$ cat src/rtl/ram_port_arbiter_if.sv
// Requester-side handshake bundle for ram_port_arbiter; one instance per master.
// The requester uses the master modport, the arbiter uses the slave modport.
interface ram_port_arbiter_if;
  logic        req;
  logic [31:0] addr;
  logic [31:0] wdata;
  logic        we;
  logic [2:0]  size;
  logic        gnt;
  logic        rvalid;
  logic [31:0] rdata;
  logic        err;

  modport master (
    output req, addr, wdata, we, size,
    input  gnt, rvalid, rdata, err
  );

  modport slave (
    input  req, addr, wdata, we, size,
    output gnt, rvalid, rdata, err
  );
endinterface

$ cat src/rtl/ram_port_arbiter.sv
// Two-master arbiter/sequencer in front of the single-port data RAM, 1-cycle response.
// Optional perf counters (perf_conflict_o, perf_boost_o) enabled by defining RAM_ARB_PERF_EN.
module ram_port_arbiter #(
  parameter logic [31:0] ADDR_LIMIT = 32'h0000_2000,
  parameter int unsigned MAX_WAIT   = 4
) (
  input  logic                     clk,
  input  logic                     rst,
  ram_port_arbiter_if.slave        m0,
  ram_port_arbiter_if.slave        m1,
  output logic [31:0]              ram_addr_o,
  output logic [31:0]              ram_data_o,
  output logic                     ram_we_o,
  output logic                     ram_re_o,
  output logic [2:0]               ram_size_o,
  input  logic [31:0]              ram_rdata_i
`ifdef RAM_ARB_PERF_EN
  ,
  output logic [31:0]              perf_conflict_o,
  output logic [31:0]              perf_boost_o
`endif
);

  localparam logic [3:0] WaitMax = 4'(MAX_WAIT);

  logic [3:0]  waitCnt_q, waitCnt_d;
  logic        gnt0, gnt1, boost;
  logic [31:0] selAddr, selWdata;
  logic        selWe;
  logic [2:0]  selSize;
  logic        sizeOk, alignOk, legal;

  logic        rvalid0_q, rvalid0_d, rvalid1_q, rvalid1_d;
  logic        err0_q, err0_d, err1_q, err1_d;
  logic [31:0] rdata0_q, rdata0_d, rdata1_q, rdata1_d;

  // m0 has priority unless m1 has already lost MAX_WAIT times in a row.
  always_comb begin
    gnt0  = 1'b0;
    gnt1  = 1'b0;
    boost = 1'b0;
    if (!rst) begin
      if (m1.req && (!m0.req || waitCnt_q == WaitMax)) begin
        gnt1  = 1'b1;
        boost = m0.req;
      end else if (m0.req) begin
        gnt0 = 1'b1;
      end
    end
  end

  assign m0.gnt   = gnt0;
  assign m1.gnt   = gnt1;

  assign selAddr  = gnt1 ? m1.addr  : m0.addr;
  assign selWdata = gnt1 ? m1.wdata : m0.wdata;
  assign selWe    = gnt1 ? m1.we    : m0.we;
  assign selSize  = gnt1 ? m1.size  : m0.size;

  always_comb begin
    sizeOk  = 1'b0;
    alignOk = 1'b0;
    case (selSize)
      3'b000, 3'b100: begin
        sizeOk  = 1'b1;
        alignOk = 1'b1;
      end
      3'b001, 3'b101: begin
        sizeOk  = 1'b1;
        alignOk = !selAddr[0];
      end
      3'b010: begin
        sizeOk  = 1'b1;
        alignOk = (selAddr[1:0] == 2'b00);
      end
      default: ;
    endcase
  end

  assign legal = (gnt0 || gnt1) && sizeOk && alignOk && (selAddr < ADDR_LIMIT);

  // A rejected access must leave the RAM port completely idle.
  assign ram_addr_o = legal ? selAddr  : '0;
  assign ram_data_o = legal ? selWdata : '0;
  assign ram_size_o = legal ? selSize  : '0;
  assign ram_we_o   = legal && selWe;
  assign ram_re_o   = legal && !selWe;

  always_comb begin
    waitCnt_d = waitCnt_q;
    if (!m1.req || gnt1) begin
      waitCnt_d = '0;
    end else if (waitCnt_q != WaitMax) begin
      waitCnt_d = waitCnt_q + 4'd1;
    end
  end

  always_comb begin
    rvalid0_d = gnt0;
    rvalid1_d = gnt1;
    err0_d    = gnt0 && !legal;
    err1_d    = gnt1 && !legal;
    rdata0_d  = (gnt0 && legal && !selWe) ? ram_rdata_i : '0;
    rdata1_d  = (gnt1 && legal && !selWe) ? ram_rdata_i : '0;
  end

  always_ff @(posedge clk) begin
    if (rst) begin
      waitCnt_q <= '0;
      rvalid0_q <= 1'b0;
      rvalid1_q <= 1'b0;
      err0_q    <= 1'b0;
      err1_q    <= 1'b0;
      rdata0_q  <= '0;
      rdata1_q  <= '0;
    end else begin
      waitCnt_q <= waitCnt_d;
      rvalid0_q <= rvalid0_d;
      rvalid1_q <= rvalid1_d;
      err0_q    <= err0_d;
      err1_q    <= err1_d;
      rdata0_q  <= rdata0_d;
      rdata1_q  <= rdata1_d;
    end
  end

  // Masking with rst drops a response that is already registered when reset arrives.
  assign m0.rvalid = rvalid0_q && !rst;
  assign m1.rvalid = rvalid1_q && !rst;
  assign m0.err    = err0_q && !rst;
  assign m1.err    = err1_q && !rst;
  assign m0.rdata  = rst ? '0 : rdata0_q;
  assign m1.rdata  = rst ? '0 : rdata1_q;

`ifdef RAM_ARB_PERF_EN
  logic [31:0] perfConflict_q, perfConflict_d;
  logic [31:0] perfBoost_q, perfBoost_d;

  always_comb begin
    perfConflict_d = perfConflict_q + ((m0.req && m1.req) ? 32'd1 : 32'd0);
    perfBoost_d    = perfBoost_q + (boost ? 32'd1 : 32'd0);
  end

  always_ff @(posedge clk) begin
    if (rst) begin
      perfConflict_q <= '0;
      perfBoost_q    <= '0;
    end else begin
      perfConflict_q <= perfConflict_d;
      perfBoost_q    <= perfBoost_d;
    end
  end

  assign perf_conflict_o = perfConflict_q;
  assign perf_boost_o    = perfBoost_q;
`endif

endmodule

$ cat src/flat_wrapper.sv
// flat-port wrapper written by rule: the top's interface ports become plain ports
module ram_port_arbiter_flat 
#(
  parameter logic [31:0] ADDR_LIMIT = 32'h0000_2000,
  parameter int unsigned MAX_WAIT   = 4
)
  (clk, rst, ram_addr_o, ram_data_o, ram_we_o, ram_re_o, ram_size_o, ram_rdata_i, m0_req, m0_addr, m0_wdata, m0_we, m0_size, m0_gnt, m0_rvalid, m0_rdata, m0_err, m1_req, m1_addr, m1_wdata, m1_we, m1_size, m1_gnt, m1_rvalid, m1_rdata, m1_err);
  ram_port_arbiter_if m0_i ();
  ram_port_arbiter_if m1_i ();
  input  logic clk;
  input  logic rst;
  output logic [31:0] ram_addr_o;
  output logic [31:0] ram_data_o;
  output logic ram_we_o;
  output logic ram_re_o;
  output logic [2:0] ram_size_o;
  input  logic [31:0] ram_rdata_i;
  input wire logic [$bits(m0_i.req)-1:0] m0_req;
  input wire logic [$bits(m0_i.addr)-1:0] m0_addr;
  input wire logic [$bits(m0_i.wdata)-1:0] m0_wdata;
  input wire logic [$bits(m0_i.we)-1:0] m0_we;
  input wire logic [$bits(m0_i.size)-1:0] m0_size;
  output wire logic [$bits(m0_i.gnt)-1:0] m0_gnt;
  output wire logic [$bits(m0_i.rvalid)-1:0] m0_rvalid;
  output wire logic [$bits(m0_i.rdata)-1:0] m0_rdata;
  output wire logic [$bits(m0_i.err)-1:0] m0_err;
  input wire logic [$bits(m1_i.req)-1:0] m1_req;
  input wire logic [$bits(m1_i.addr)-1:0] m1_addr;
  input wire logic [$bits(m1_i.wdata)-1:0] m1_wdata;
  input wire logic [$bits(m1_i.we)-1:0] m1_we;
  input wire logic [$bits(m1_i.size)-1:0] m1_size;
  output wire logic [$bits(m1_i.gnt)-1:0] m1_gnt;
  output wire logic [$bits(m1_i.rvalid)-1:0] m1_rvalid;
  output wire logic [$bits(m1_i.rdata)-1:0] m1_rdata;
  output wire logic [$bits(m1_i.err)-1:0] m1_err;
  assign m0_i.req = m0_req;
  assign m0_i.addr = m0_addr;
  assign m0_i.wdata = m0_wdata;
  assign m0_i.we = m0_we;
  assign m0_i.size = m0_size;
  assign m0_gnt = m0_i.gnt;
  assign m0_rvalid = m0_i.rvalid;
  assign m0_rdata = m0_i.rdata;
  assign m0_err = m0_i.err;
  assign m1_i.req = m1_req;
  assign m1_i.addr = m1_addr;
  assign m1_i.wdata = m1_wdata;
  assign m1_i.we = m1_we;
  assign m1_i.size = m1_size;
  assign m1_gnt = m1_i.gnt;
  assign m1_rvalid = m1_i.rvalid;
  assign m1_rdata = m1_i.rdata;
  assign m1_err = m1_i.err;
  ram_port_arbiter #(.ADDR_LIMIT(ADDR_LIMIT), .MAX_WAIT(MAX_WAIT)) u_core (.clk(clk), .rst(rst), .m0(m0_i), .m1(m1_i), .ram_addr_o(ram_addr_o), .ram_data_o(ram_data_o), .ram_we_o(ram_we_o), .ram_re_o(ram_re_o), .ram_size_o(ram_size_o), .ram_rdata_i(ram_rdata_i));
endmodule
$ cat config.mk
export PLATFORM = sky130hd
export DESIGN_NAME = ram_port_arbiter_flat
export DESIGN_NICKNAME = d
export VERILOG_FILES = /design/src/rtl/ram_port_arbiter_if.sv /design/src/rtl/ram_port_arbiter.sv /design/src/flat_wrapper.sv
export SDC_FILE = /design/constraint.sdc
export NUM_CORES = 1
export LEC_CHECK = 0
export BUFFER_PORTS_ARGS = -buffer_cell sky130_fd_sc_hd__buf_4
export CORE_AREA = 2 2 121 123
export DETAILED_ROUTE_END_ITERATION = 7
export DIE_AREA = 0 0 123 125
export GPL_TIMING_DRIVEN = 0
export PLACE_DENSITY = 0.65
export SKIP_CTS_REPAIR_TIMING = 1
export SYNTH_ARGS = -nofsm -noshare
export SYNTH_HDL_FRONTEND = slang
export SYNTH_SLANG_ARGS = --single-unit
export TNS_END_PERCENT = 1
$ cat constraint.sdc
create_clock -name clk -period 2.7 [get_ports clk]
set_input_delay 0.405 -clock clk [delete_from_list [all_inputs] [get_ports clk]]
set_output_delay 0.405 -clock clk [all_outputs]
set_load 0.02 [all_outputs]
==> impl_results.md, run 1 <==
- Outcome: finished clean
- DR iter-0 viols: 195
- Largest buffer count on any clock path: 2
- Cell Pwr Density: 347.8 mW/mm²
- Die area: 0.01538 mm²
- Layout Nets: 1,062
- Share of the core filled with cells in the final layout: 53.83%
- Floorplan row count: 44
- Wire length per cell after detailed routing: 17.26 µm
- Final-layout fill cell count: 1,433
- Netlist cell types: 44
- Fin crit share: 99.46%
- Max-slew headroom: 53.69%
- All-Layer GR Usage: 23.05%
- H-tree depth: 3
- Number of antenna violations at the first check in global routing: 0
- IO Pins: 311
- DRT antenna net count: 0
- Area contributors post-synth: sky130_fd_sc_hd__dfxtp_1 (31%), sky130_fd_sc_hd__nor2b_1 (9.4%), sky130_fd_sc_hd__nor4_2 (8.7%)
- Most used DFF post-synth: sky130_fd_sc_hd__dfxtp_1
- DRT Wirelength: 18,590 µm
- Antenna diode instance count: 0
- Port buffer count: 290
- Biggest fanout along the worst timing path: 10
- Transition time of the tightest slew-check pin: 0.6947 ns
- Via-to-Cell Ratio: 4.825
- Area growth from synthesis to layout: 66.92%
- Count of pins over their slew limit: 0
- Floorplan die height: 125 µm
- Most numerous cell in the Yosys netlist: sky130_fd_sc_hd__dfxtp_1
- Critical path start-end classification: reg2out
- Number of sinks driven by the clock tree: 72
- Storage cell area: 0.001444 mm²
- First-pass GRT wire length: 27,180 µm
- Global placer's final weighted congestion: 0.8749
- Share of async-settable or async-resettable flops after synthesis: 0%
- Clock root buffer: sky130_fd_sc_hd__clkbuf_16
- DP Area: 0.007056 mm²
- Area of the core: 0.01420 mm²
- Placed cell count: 1,041
- Effective utilization at floorplan: 32.25%
- Clock-pin slew on the worst setup and hold paths: 0.06 ns
- Setup repair after global routing missed its margin: true
- Max-capacitance violation count: 0
- Register area share after synthesis: 31.47%
- Mapped cell area: 0.004581 mm²
- Worst path arrival time: 2.28 ns
- Yosys top cell area share: 31.47%
- Minimum clock period: 2.686 ns
- Vias after detailed routing: 5,197
- Warning count from the yosys run: 0
- Commonest cells in the netlist: sky130_fd_sc_hd__dfxtp_1 (72), sky130_fd_sc_hd__nor2b_1 (69), sky130_fd_sc_hd__a21oi_1 (51)
- Class of the most critical hold timing path: in2reg
- Endpoint class of the critical path: output port
- Worst path required time: 2.30 ns
- Cell taking the most area after synthesis: sky130_fd_sc_hd__dfxtp_1
- Largest clock skew in the final design: 0.002599 ns
- Static leakage power: 3.290 nW
- HPWL after detailed placement: 15,040 µm
- Maximum operating frequency: 372.4 MHz
- Number of clock buffers inserted by TritonCTS: 9
- Final design area excluding fillers: 0.007646 mm²
- #FFs+latches synth: 72
- Number of standard cells after synthesis: 549
- Final setup violating endpoints: 0
- Number of flops mapped to enable cells by yosys: 0
- Maximum number of pins on one net before global-route repair: 13
- Fraction of final layout cells with drive strength greater than 1: 53.64%
- Mapped Avg Cell Area: 8.344 µm²
- Grt ovf: 0
- Non-filler cells, final: 1,077
- Clock tree from TritonCTS: built
- Worst VDD drop: 0.2422 mV
- Depth of the worst register-to-register path: 8
- Final count of hold timing violations: 0
- Die Width: 123 µm
- DR DRC count: 0
- Clock latency on the worst-skew pair: 0.32 ns
- Area of the multi-input gates: 0.002670 mm²
- Via count of the first global-routing pass: 4,893
- Worst hold path cell count: 3
- Critical Path Start Type: register
- Pre-Repair DR Iteration Count: 4
## sequential cells by signal (all words and copies together) (netlist names)
name,flops
u_core.rvalid1_q,1
u_core.rvalid0_q,1
u_core.err1_q,1
u_core.waitCnt_q,4
u_core.err0_q,1
u_core.rdata0_q,32
u_core.rdata1_q,32
## critical path, stage by stage (launching register included)
cell and delay [ns]:
sky130_fd_sc_hd__dfxtp_2 0.33, sky130_fd_sc_hd__inv_1 0.10, sky130_fd_sc_hd__ha_4 0.17, sky130_fd_sc_hd__nand3b_4 0.12
sky130_fd_sc_hd__a21oi_4 0.25, sky130_fd_sc_hd__mux2i_4 0.40, sky130_fd_sc_hd__buf_4 0.27, sky130_fd_sc_hd__a21oi_1 0.11
sky130_fd_sc_hd__buf_4 0.19
## cell families after synthesis
group	share of synthesized area, %
and+or+nand+nor	37.94
buffers and inverters	13.36
AOI/OAI and AO/OA	15.95
DFF	31.47
muxes	0.6556
adders and majority gates	0.5462
other	0.08187
## worst paths after layout
kind / from / to / slack [ns]
worst min register to register: u_core.waitCnt_q[0]$_SDFFE_PP0N_ / u_core.waitCnt_q[0]$_SDFFE_PP0N_ / 0.43
worst max-delay path: u_core.waitCnt_q[0]$_SDFFE_PP0N_ / ram_data_o[31] / 0.01
worst min-delay path: ram_rdata_i[0] / u_core.rdata0_q[0]$_SDFF_PP0_ / 0.32
worst max register to register: u_core.waitCnt_q[0]$_SDFFE_PP0N_ / u_core.rdata1_q[31]$_SDFF_PP0_ / 0.63
## layout by cell type, fill, tap and decap left out, types with 9 or more instances in the layout
master,netlist,routed
sky130_fd_sc_hd__a211oi_2,27,27
sky130_fd_sc_hd__a21oi_1,51,42
sky130_fd_sc_hd__a21oi_2,0,9
sky130_fd_sc_hd__buf_2,30,20
sky130_fd_sc_hd__buf_4,25,334
sky130_fd_sc_hd__buf_6,5,12
sky130_fd_sc_hd__clkbuf_1,19,13
sky130_fd_sc_hd__clkbuf_16,0,9
sky130_fd_sc_hd__conb_1,1,19
sky130_fd_sc_hd__dfxtp_1,72,70
sky130_fd_sc_hd__inv_1,37,37
sky130_fd_sc_hd__nand2_1,33,33
sky130_fd_sc_hd__nand3_1,49,49
sky130_fd_sc_hd__nand4_1,47,47
sky130_fd_sc_hd__nor2b_1,69,69
sky130_fd_sc_hd__nor4_2,32,33
## where the power goes
part	switching, mW	internal, mW	leakage, nW
combinational	0.259	0.250	2.58
sequential	0.00117	1.07	0.582
clock	0.440	0.643	0.128
total	0.700	1.96	3.29
## cell type report
| type | instances | area share [%] |
|---|---|---|
| clock buffer | 11 | 3.175 |
| timing repair buffer | 311 | 30.54 |
| clock inverter | 5 | 0.4255 |
| tap | 184 | 3.011 |
| multi-input combinational | 377 | 34.92 |
| inverter | 37 | 1.816 |
| buffer | 80 | 7.233 |
| sequential | 72 | 18.88 |
## through the flow
step / total power [mW] / hold slack, ns / TNS [ns] / setup WS (ns)
6_report: 2.659 / 0.3194 / 0 / 0.01449
4_1_cts: 2.644 / 0.3103 / -28.41 / -0.7095
3_3_place_gp: 1.558 / 0.4483 / -11.07 / -0.3482
3_5_place_dp: 1.562 / 0.4518 / -10.97 / -0.3482
5_1_grt: 2.767 / 0.3153 / -1.520 / -0.06531
2_1_floorplan: 1.297 / 0.4297 / 0 / 0.2951
## layer usage
metal	wire length (µm)	global-route usage [%]	part of all wire, %	vias up
met5	0	0	0	-
met4	413	6.684	2.2	0
met3	1609	5.748	8.7	24
met2	9091	38.93	49	206
met1	7479	28.82	40	2387
li1	-	-	-	2580
No activity file was read; power rests on OpenSTA's default activity.
==> inputs of run 2 (changes only) <==
Settings changed: PLACE_DENSITY 0.65 to 0.68.
Clock period 2.7 ns to 2.25 ns, I/O delays scaled along.
==> impl_results.md, run 2 (synthesis results as in run 1) <==
- Outcome: finished, violations left (was finished clean)
- Violations in the final reports: negative setup slack
- Relative contribution of sequential cells to total power: 38.3% (was 40.1%)
- Wire length per cell after detailed routing: 16.61 µm (was 17.26 µm)
- Combinational power share: 19.3% (was 19.1%)
- Final count of hold timing violations: 0 (unchanged)
- Layout Nets: 1,069 (was 1,062)
- Endpoint of the lowest-slack register-to-register path: u_core.rdata0_q[6]$_SDFF_PP0_ (was u_core.rdata1_q[31]$_SDFF_PP0_)
- Most common cell after layout, fill and taps aside: sky130_fd_sc_hd__buf_4 (unchanged)
- DP Area: 0.007078 mm² (was 0.007056 mm²)
- Sw Pwr: 0.8526 mW (was 0.7000 mW)
- Grt ovf: 0 (unchanged)
- Maximum number of pins on one net before global-route repair: 13 (unchanged)
- Worst path arrival time: 2.17 ns (was 2.28 ns)
- Die Width: 123 µm (unchanged)
- Effective utilization at floorplan: 32.25% (unchanged)
- Critical Path Start Type: register (unchanged)
- DRT Wirelength: 18,010 µm (was 18,590 µm)
- Minimum clock period: 2.504 ns
- Clock tree from TritonCTS: built (unchanged)
- Vias after detailed routing: 5,248 (was 5,197)
- Worst setup slack after layout: -0.2544 ns (was 0.01449 ns)
- Clock-pin slew on the worst setup and hold paths: 0.06 ns (about the same)
- Internal power: 2.491 mW (was 1.959 mW)
- Critical path destination: ram_data_o[17] (was ram_data_o[31])
- Max-slew headroom: 54.18% (was 53.69%)
- Port buffer count: 290 (unchanged)
- Number of sinks driven by the clock tree: 72 (unchanged)
- Pre-CTS setup slack: -0.5709 ns (was -0.3482 ns)
- Top Usage Layer GRT: met2 (unchanged)
- Final setup violating endpoints: 51 (was 0)
- Setup repair after global routing missed its margin: true (unchanged)
- Final-layout fill cell count: 1,370 (was 1,433)
- H-tree depth: 3 (unchanged)
- Clock share of power: 42.4% (was 40.7%)
- Floorplan row count: 44 (unchanged)
- Cell Pwr Density: 420.5 mW/mm² (was 347.8 mW/mm²)
- Fraction of final layout cells with drive strength greater than 1: 56.00% (was 53.64%)
- DR iter-0 viols: 306 (was 195)
- Static leakage power: 3.396 nW (was 3.290 nW)
- Number of clock buffers inserted by TritonCTS: 9 (unchanged)
- Clock latency on the worst-skew pair: 0.32 ns (about the same)
- DR DRC count: 0 (unchanged)
- Clock root buffer: sky130_fd_sc_hd__clkbuf_16 (unchanged)
- Count of pins over their slew limit: 0 (unchanged)
- Global placer's final weighted congestion: 0.9034 (was 0.8749)
- Beginning of the critical path: u_core.waitCnt_q[0]$_SDFFE_PP0N_ (unchanged)
- Worst VDD drop: 0.3205 mV (was 0.2422 mV)
- Area of the core: 0.01420 mm² (unchanged)
- Largest clock skew in the final design: 0.005638 ns (was 0.002599 ns)
- Endpoint class of the critical path: output port (unchanged)
- Largest buffer count on any clock path: 2 (unchanged)
- Die area: 0.01538 mm² (unchanged)
- Setup TNS: -10.11 ns (was 0 ns)
- Pre-Repair DR Iteration Count: 4 (unchanged)
- Transition time of the tightest slew-check pin: 0.6874 ns (was 0.6947 ns)
- Global Route met2 Usage: 38.32% (was 38.93%)
- Via count of the first global-routing pass: 4,829 (was 4,893)
- Power consumption: 3.344 mW (was 2.659 mW)
- Flop2flop setup slack: 0.09 ns (was 0.63 ns)
- Floorplan die height: 125 µm (unchanged)
- Worst path required time: 1.91 ns (was 2.30 ns)
- Via-to-Cell Ratio: 4.841 (was 4.825)
- Switching Fraction: 25.50% (was 26.32%)
- Area growth from synthesis to layout: 73.61% (was 66.92%)
- Maximum operating frequency: 399.3 MHz
- Most frequent cells in the layout: sky130_fd_sc_hd__buf_4 (328), sky130_fd_sc_hd__dfxtp_1 (70), sky130_fd_sc_hd__nor2b_1 (69) (was sky130_fd_sc_hd__buf_4 (334), sky130_fd_sc_hd__dfxtp_1 (70), sky130_fd_sc_hd__nor2b_1 (69))
- Antenna diode instance count: 0 (unchanged)
- IO Pins: 311 (unchanged)
- Critical path start-end classification: reg2out (unchanged)
- Final design area excluding fillers: 0.007953 mm² (was 0.007646 mm²)
- HPWL after detailed placement: 13,850 µm (was 15,040 µm)
- All-Layer GR Usage: 21.30% (was 23.05%)
- First-pass GRT wire length: 25,300 µm (was 27,180 µm)
- Met3 Use GR: 7.436% (was 5.748%)
- DRT antenna net count: 0 (unchanged)
- Depth of the worst register-to-register path: 10 (was 8)
- Biggest registers after layout: u_core.rdata0_q x32, u_core.rdata1_q x32, u_core.waitCnt_q x4 (unchanged)
- Startpoint of the worst-slack reg-to-reg timing path: u_core.waitCnt_q[0]$_SDFFE_PP0N_ (unchanged)
- Fin crit share: 111.3%
- Biggest fanout along the worst timing path: 6 (was 10)
- Number of antenna violations at the first check in global routing: 0 (unchanged)
- Grt met1 use: 24.06% (was 28.82%)
- Class of the most critical hold timing path: in2reg (unchanged)
- Max-capacitance violation count: 0 (unchanged)
run 2: cell types whose count changed in the layout (fill, tap and decap cells not counted), sizes merged:
cell / previous run / this run
bufinv: 0 / 1
clkbuf: 32 / 36
buf: 370 / 373
clkinv: 2 / 3
clkinvlp: 3 / 1
run 2: final cells by class:
cell class,instances,area [µm²],share of cell area [%]
Multi-Input combinational cell,377,2749,34.57
Timing Repair Buffer,318,2506,31.51
Sequential cell,72,1446,18.19
Buffer,80,580.6,7.300
Clock buffer,11,242.7,3.052
Tap cell,184,230.2,2.895
Inverter,37,141.4,1.778
Clock inverter,5,56.30,0.7080
run 2: layer usage:
metal,vias up,share of wire [%],wire length (µm)
met5,-,0,0
met4,0,1.4,258
met3,20,8.4,1505
met2,193,52,9437
met1,2444,38,6805
li1,2591,-,-
run 2: power by group through the flow:
stage / sequential [mW] / clock, mW / combinational (mW)
detailed placement: 1.31 / 0 / 0.566
floorplan: 1.31 / 0 / 0.251
global placement: 1.31 / 0 / 0.562
CTS: 1.28 / 1.45 / 0.568
finish: 1.28 / 1.42 / 0.647
global route: 1.28 / 1.50 / 0.692
run 2: worst max-delay path, cell delays in order (launching register included):
cell	delay [ns]
sky130_fd_sc_hd__dfxtp_4	0.37
sky130_fd_sc_hd__inv_4	0.04
sky130_fd_sc_hd__ha_4	0.16
sky130_fd_sc_hd__and4b_2	0.24
sky130_fd_sc_hd__o21ai_4	0.17
sky130_fd_sc_hd__buf_12	0.14
sky130_fd_sc_hd__buf_8	0.13
sky130_fd_sc_hd__buf_4	0.14
sky130_fd_sc_hd__nand4_1	0.13
sky130_fd_sc_hd__a21oi_2	0.15
sky130_fd_sc_hd__buf_4	0.15
run 2: per-stage QoR:
step | utilization (%) | cells | hold WS [ns]
after floorplan | - | 567 | 0.4294
after global routing | 55.99 | 1084 | 0.2488
final | 55.99 | 1084 | 0.2494
after detailed placement | 49.83 | 1041 | 0.4626
after global placement | 49.83 | 1041 | 0.4472
after CTS | 51.94 | 1057 | 0.2407
run 2: worst min-delay path by stage:
stage                                                start                          endpoint  slack, ns  cells past startpoint
after floorplan                                     m0_req       u_core.rvalid1_q$_SDFF_PP0_       0.43                      1
after global placement    u_core.waitCnt_q[0]$_SDFFE_PP0N_  u_core.waitCnt_q[0]$_SDFFE_PP0N_       0.45                      1
after detailed placement  u_core.waitCnt_q[0]$_SDFFE_PP0N_  u_core.waitCnt_q[0]$_SDFFE_PP0N_       0.46                      1
after CTS                                   ram_rdata_i[0]     u_core.rdata0_q[0]$_SDFF_PP0_       0.24                      3
after global routing                       ram_rdata_i[28]    u_core.rdata0_q[28]$_SDFF_PP0_       0.25                      3
final                                       ram_rdata_i[0]     u_core.rdata0_q[0]$_SDFF_PP0_       0.25                      3
